<file path="src/rtl/crc8_pkg.sv">
// Shared types and constants for the CRC-8 framing controller and its serial core.
package crc8_pkg;

  typedef enum logic [1:0] {
    ST_IDLE      = 2'd0,
    ST_SHIFT     = 2'd1,
    ST_SEND_DATA = 2'd2,
    ST_SEND_CRC  = 2'd3
  } state_e;

  localparam logic [7:0] CRC8_POLY_ATM     = 8'h07;
  localparam logic [7:0] CRC8_INIT_DEFAULT = 8'h00;

  // One MSB-first CRC step: shift left, fold in the polynomial when the outgoing bit differs.
  function automatic logic [7:0] crc8_step(input logic [7:0] crc, input logic bit_in,
                                           input logic [7:0] poly);
    return {crc[6:0], 1'b0} ^ (((bit_in ^ crc[7]) == 1'b1) ? poly : 8'h00);
  endfunction

endpackage

</file>
<file path="src/rtl/crc8_frame_ctrl_if.sv">
// Byte-stream handshake bundle between the packet source/sink and the framing controller.
interface crc8_frame_ctrl_if;
  logic       abort;
  logic       in_valid;
  logic       in_ready;
  logic [7:0] in_data;
  logic       in_last;
  logic       out_valid;
  logic       out_ready;
  logic [7:0] out_data;
  logic       out_last;
  logic       busy;

  modport master (
    output abort, in_valid, in_data, in_last, out_ready,
    input  in_ready, out_valid, out_data, out_last, busy
  );

  modport slave (
    input  abort, in_valid, in_data, in_last, out_ready,
    output in_ready, out_valid, out_data, out_last, busy
  );
endinterface

</file>
<file path="src/rtl/crc8_serial_core.sv">
// Bit-serial CRC-8 register; clear takes priority over the shift enable.
module crc8_serial_core
  import crc8_pkg::*;
#(
  parameter logic [7:0] POLY = CRC8_POLY_ATM,
  parameter logic [7:0] INIT = CRC8_INIT_DEFAULT
) (
  input  logic       clk,
  input  logic       rst_n,
  input  logic       clr,
  input  logic       en,
  input  logic       bit_in,
  output logic [7:0] crc
);

  logic [7:0] r_crc;

  // CRC register: clear, else one update per enabled bit
  always_ff @(posedge clk or negedge rst_n) begin
    if (!rst_n) begin
      r_crc <= INIT;
    end else if (clr) begin
      r_crc <= INIT;
    end else if (en) begin
      r_crc <= crc8_step(r_crc, bit_in, POLY);
    end
  end

  assign crc = r_crc;

endmodule

</file>
<file path="src/rtl/crc8_frame_ctrl.sv">
// Framing controller: serialises each accepted byte into the CRC core, echoes it,
// and appends the accumulated CRC after the last byte of a frame.
module crc8_frame_ctrl
  import crc8_pkg::*;
#(
  parameter logic [7:0] POLY = CRC8_POLY_ATM,
  parameter logic [7:0] INIT = CRC8_INIT_DEFAULT
) (
  input  logic               clk,
  input  logic               rst_n,
  crc8_frame_ctrl_if.slave   bus
);

  state_e     r_state;
  state_e     w_next_state;
  logic [2:0] r_bit_cnt;
  logic [7:0] r_byte;
  logic       r_last;
  logic [7:0] w_crc;
  logic       w_core_clr;
  logic       w_core_en;
  logic       w_core_bit;
  logic       w_accept;

  assign w_accept = (r_state == ST_IDLE) && bus.in_valid && !bus.abort;

  crc8_serial_core #(
    .POLY (POLY),
    .INIT (INIT)
  ) u_core (
    .clk    (clk),
    .rst_n  (rst_n),
    .clr    (w_core_clr),
    .en     (w_core_en),
    .bit_in (w_core_bit),
    .crc    (w_crc)
  );

  // State register
  always_ff @(posedge clk or negedge rst_n) begin
    if (!rst_n) begin
      r_state <= ST_IDLE;
    end else begin
      r_state <= w_next_state;
    end
  end

  // Next-state and core sequencing; abort overrides every state and clears the CRC
  always_comb begin
    w_next_state = r_state;
    w_core_clr   = 1'b0;
    w_core_en    = 1'b0;
    w_core_bit   = 1'b0;
    if (bus.abort) begin
      w_next_state = ST_IDLE;
      w_core_clr   = 1'b1;
    end else begin
      case (r_state)
        ST_IDLE: begin
          if (bus.in_valid) begin
            w_next_state = ST_SHIFT;
          end else begin
            w_next_state = ST_IDLE;
          end
        end
        ST_SHIFT: begin
          w_core_en  = 1'b1;
          w_core_bit = r_byte[r_bit_cnt];
          if (r_bit_cnt == 3'd0) begin
            w_next_state = ST_SEND_DATA;
          end else begin
            w_next_state = ST_SHIFT;
          end
        end
        ST_SEND_DATA: begin
          if (bus.out_ready) begin
            w_next_state = r_last ? ST_SEND_CRC : ST_IDLE;
          end else begin
            w_next_state = ST_SEND_DATA;
          end
        end
        ST_SEND_CRC: begin
          if (bus.out_ready) begin
            w_core_clr   = 1'b1;
            w_next_state = ST_IDLE;
          end else begin
            w_next_state = ST_SEND_CRC;
          end
        end
        default: begin
          w_next_state = ST_IDLE;
        end
      endcase
    end
  end

  // Byte capture and MSB-first bit counter; abort discards the held byte
  always_ff @(posedge clk or negedge rst_n) begin
    if (!rst_n) begin
      r_byte    <= 8'h00;
      r_last    <= 1'b0;
      r_bit_cnt <= 3'd0;
    end else if (bus.abort) begin
      r_byte    <= 8'h00;
      r_last    <= 1'b0;
      r_bit_cnt <= 3'd0;
    end else if (w_accept) begin
      r_byte    <= bus.in_data;
      r_last    <= bus.in_last;
      r_bit_cnt <= 3'd7;
    end else if ((r_state == ST_SHIFT) && (r_bit_cnt != 3'd0)) begin
      r_bit_cnt <= r_bit_cnt - 3'd1;
    end
  end

  // Output muxing straight from registered state, byte and CRC
  always_comb begin
    bus.in_ready  = (r_state == ST_IDLE) && !bus.abort;
    bus.out_valid = (r_state == ST_SEND_DATA) || (r_state == ST_SEND_CRC);
    bus.out_last  = (r_state == ST_SEND_CRC);
    bus.busy      = (r_state != ST_IDLE);
    if (r_state == ST_SEND_CRC) begin
      bus.out_data = w_crc;
    end else begin
      bus.out_data = r_byte;
    end
  end

endmodule

</file>
<file path="src/flat_wrapper.sv">
// flat-port wrapper written by rule: the top's interface ports become plain ports
module crc8_frame_ctrl_flat import crc8_pkg::*;
#(
  parameter logic [7:0] POLY = CRC8_POLY_ATM,
  parameter logic [7:0] INIT = CRC8_INIT_DEFAULT
)
  (clk, rst_n, bus_abort, bus_in_valid, bus_in_data, bus_in_last, bus_out_ready, bus_in_ready, bus_out_valid, bus_out_data, bus_out_last, bus_busy);
  crc8_frame_ctrl_if bus_i ();
  input  logic clk;
  input  logic rst_n;
  input wire logic [$bits(bus_i.abort)-1:0] bus_abort;
  input wire logic [$bits(bus_i.in_valid)-1:0] bus_in_valid;
  input wire logic [$bits(bus_i.in_data)-1:0] bus_in_data;
  input wire logic [$bits(bus_i.in_last)-1:0] bus_in_last;
  input wire logic [$bits(bus_i.out_ready)-1:0] bus_out_ready;
  output wire logic [$bits(bus_i.in_ready)-1:0] bus_in_ready;
  output wire logic [$bits(bus_i.out_valid)-1:0] bus_out_valid;
  output wire logic [$bits(bus_i.out_data)-1:0] bus_out_data;
  output wire logic [$bits(bus_i.out_last)-1:0] bus_out_last;
  output wire logic [$bits(bus_i.busy)-1:0] bus_busy;
  assign bus_i.abort = bus_abort;
  assign bus_i.in_valid = bus_in_valid;
  assign bus_i.in_data = bus_in_data;
  assign bus_i.in_last = bus_in_last;
  assign bus_i.out_ready = bus_out_ready;
  assign bus_in_ready = bus_i.in_ready;
  assign bus_out_valid = bus_i.out_valid;
  assign bus_out_data = bus_i.out_data;
  assign bus_out_last = bus_i.out_last;
  assign bus_busy = bus_i.busy;
  crc8_frame_ctrl #(.POLY(POLY), .INIT(INIT)) u_core (.clk(clk), .rst_n(rst_n), .bus(bus_i));
endmodule
</file>
<file path="config.mk">
export PLATFORM = sky130hd
export DESIGN_NAME = crc8_frame_ctrl_flat
export DESIGN_NICKNAME = d
export VERILOG_FILES = /design/src/rtl/crc8_pkg.sv /design/src/rtl/crc8_frame_ctrl_if.sv /design/src/rtl/crc8_serial_core.sv /design/src/rtl/crc8_frame_ctrl.sv /design/src/flat_wrapper.sv
export SDC_FILE = /design/constraint.sdc
export NUM_CORES = 1
export LEC_CHECK = 0
export ABC_CLOCK_PERIOD_IN_PS = 1550
export CORE_MARGIN = 4
export CORE_UTILIZATION = 38
export CTS_CLUSTER_DIAMETER = 100
export DETAILED_ROUTE_END_ITERATION = 10
export PLACE_DENSITY = 0.65
export SKIP_LAST_GASP = 1
export SLEW_MARGIN = 0
export SYNTH_ARGS = -nofsm -noshare
export SYNTH_HDL_FRONTEND = slang
export SYNTH_SLANG_ARGS = --single-unit
</file>
<file path="constraint.sdc">
create_clock -name clk -period 1.55 [get_ports clk]
set_input_delay 0.31 -clock clk [delete_from_list [all_inputs] [get_ports clk]]
set_output_delay 0.31 -clock clk [all_outputs]
set_load 0.03 [all_outputs]
</file>
==> impl_metrics.toml <==
[synth]
ys.flop_type = "dfrtp_1"
ys_seq_elements = 22
syn_area_per_cell_um2 = 9.749
ys_types = 23
ys_seq_area_frac = 0.4706
syn_inst = 120
synth-compound-area-share = 0.1337
synth_xor_area_frac = 0.05241
synth_edf_count = 0
synth_warnings = 0
synth_simple_gate_area_share = 0.1519
synthArstFlopShare = 1.000
synth.area.mux_share = 0.1348
synthAdderAreaFrac = 0.02139
synthesis.area_mm2 = 0.001170
synth_top_family_by_area = "simple AND/OR/NAND/NOR gates"
synthesis.nets = 136

[route]
viasPerCell = 5.304
drt_wl_total_um = 3034
dr.pass1.iters = 4
wl_per_cell_um = 15.64
antenna_left = 0
drc = 0
drt-initial-drc-count = 27
vias = 1029

[grt]
grt_max_degree = 23
grt_pass1_wl_um = 5119
busiest_layer = "met2"
use_met3 = 0.04440
grt_usage = 0.1622
first_global_vias = 1081
gr-total-overflow = 0
antenna_found_initial = 0
use_met2 = 0.2894
grt_use_met1 = 0.1905

[final_layout]
drive_above_1_share = 0.3436
final_nets = 180
final_cell_mix = "22 x dfrtp_1, 20 x buf_4, 19 x nand2_1"
fin_area_mm2 = 0.001709
utilization = 0.5991
n_antenna_cell = 0
final_common_cell = "dfrtp_1"
filler_cell_count = 236
synthToLayoutAreaGrowth_pct = 46.10
layoutNonFillerInstCount = 194

[clocking]
insertion_delay_ps = 320
h-tree-depth = 1
cts_hold_buf = 0
cts_tree = "yes"
cts_sinks = 22
root_buffer = "clkbuf_4"
cts_buffers = 3
clockBufferDepth = 2
clkSlewWorstSetupHoldPaths_ps = 130

[worst_setup_path]
crit_top_cell = "buf_6"
crit_path_start_kind = "flip-flop"
worstPathMaxFanout = 5
arrival_ps = 1410
slowest_delay_ps = 410
crit_type = "reg2out"
slowest_stage = "dfrtp_1"
crit_chain = "nand2_2, buf_6, mux2_4, buf_6"
crit_required_ps = 1240
reg2reg_depth = 4
critPathCaptureType = "output pin"

[place]
postPlaceCellArea_mm2 = 0.001574
gp_congestion = 0.7806
numPortBuffers = 25
dp.cells = 189
hpwlAfterDp_um = 2235

[floorplan]
dieWidth_um = 63.49
design.core.area_mm2 = 0.002853
start_util = 0.4101
num_rows = 19
dieArea_mm2 = 0.004030
fp.dieH_um = 63.49
io_pins = 26

[power]
finalPower_uw = 1638
p_seq_frac = 0.399
p_sw_uw = 499.1
pwr-share-clk = 0.276
swShare = 0.3047
p_int_uw = 1139
vdd.ir_drop.worst_mv = 0.7082
powerDensity_mw_per_mm2 = 958.3
combPwrFrac = 0.325
p_leak_uw = 0.0008271

[sta]
rsz0062_at_grt = "yes"
min_period_over_period = 1.110
fin_setup_tns_ps = -1305
hold_violations = 0
fin_ws_ps = -170.2
tightest_slew_ps = 443.2
fmax_mhz = 581.3
finalCriticalPeriod_ps = 1720
slew_headroom = 0.7038
drv_slew = 0
setup_viol = 10
fin_skew_ps = 2.411

[run_status]
failed_checks = "setup timing"
outcome = "finished, violations left"

[job]
cap_violations = 0

[worst_hold_path]
hp-class = "in2async"
path summary, 6_finish.rpt:
kind / start / slack, ps / endpoint
min in group clk: bus_in_data[0] / 520 / u_core.r_byte[0]
worst max-delay path: u_core.r_state[0] / -170 / bus_out_data[3]
worst max register to register: u_core.r_byte[3] / 0 / u_core.u_core.crc[1]
max in group asynchronous: rst_n / 1000 / u_core.r_byte[2]
worst min register to register: u_core.r_byte[2] / 560 / u_core.r_byte[2]
worst min-delay path: rst_n / 320 / u_core.r_last
what timing repair did:
item,in CTS,in global routing
endpoints found under the hold margin,0,0
resized for setup,69,17
endpoints found under the setup margin,12,15
setup buffers,0,1
pin swaps,2,6
registers in the layout, summed over array words and instances, names as in the netlist:
register and flops:
u_core.r_state 2, u_core.r_last 1, u_core.u_core.crc 8, u_core.r_bit_cnt 3, u_core.r_byte 8
per-layer routing:
| metal | part of all wire | wire length, um |
|---|---|---|
| met5 | 0 | 0 |
| met4 | 0.018 | 55 |
| met3 | 0.042 | 126 |
| met2 | 0.52 | 1577 |
| met1 | 0.42 | 1275 |
worst max-delay path, delay by kind of cell (launching register included):
kind                   cells  cell delay (ps)
muxes                      1              310
buffers and inverters      2              280
and+or+nand+nor            1               90
DFF                        1              410
power by group through the flow:
| stage | Sequential, uW | Combinational, uW | Clock [uW] |
|---|---|---|---|
| 3_3_place_gp | 663 | 476 | 0 |
| 6_report | 654 | 532 | 451 |
| 5_1_grt | 661 | 582 | 486 |
| 3_5_place_dp | 663 | 487 | 0 |
| 2_1_floorplan | 664 | 283 | 0 |
| 4_1_cts | 653 | 500 | 460 |
cells by family (layout without fill, tap and decap cells):
group,after synthesis,in the layout
DFF,22,22
and+or+nand+nor,41,41
buffers and inverters,11,54
adders and majority gates,2,2
xor gates and xnor gates,7,7
AOI/OAI and AO/OA,26,26
muxes,11,11
metrics by stage:
stage,hold WS (ps),setup WS (ps)
floorplan,14.41,28.10
global placement,529.5,-262.2
detailed placement,539.8,-294.6
CTS,325.3,-234.9
global route,335.5,-231.2
finish,323.4,-170.2
layout make-up:
| class | count | area [um2] | area share |
|---|---|---|---|
| Tap cell | 31 | 38.79 | 0.02269 |
| Sequential cell | 22 | 550.5 | 0.3221 |
| Clock buffer | 3 | 22.52 | 0.01318 |
| Clock inverter | 1 | 30.03 | 0.01757 |
| Timing Repair Buffer | 45 | 415.4 | 0.2430 |
| Inverter | 5 | 18.77 | 0.01098 |
| Multi-Input combinational cell | 87 | 633.1 | 0.3704 |
synth_stat cells (all sizes together) (3+ instances only):
| library cell | n | share of area |
|---|---|---|
| dfrtp | 22 | 0.47 |
| xnor2 | 4 | 0.030 |
| a22o | 3 | 0.022 |
| clkbuf | 6 | 0.019 |
| nand2b | 3 | 0.016 |
| nor2 | 10 | 0.032 |
| nor2b | 3 | 0.016 |
| mux2 | 8 | 0.077 |
| xor2 | 3 | 0.022 |
| nand2 | 20 | 0.064 |
| a21oi | 15 | 0.064 |
| inv | 5 | 0.016 |
| a22oi | 5 | 0.032 |
Note: power is estimated with default switching activity, not from simulation.
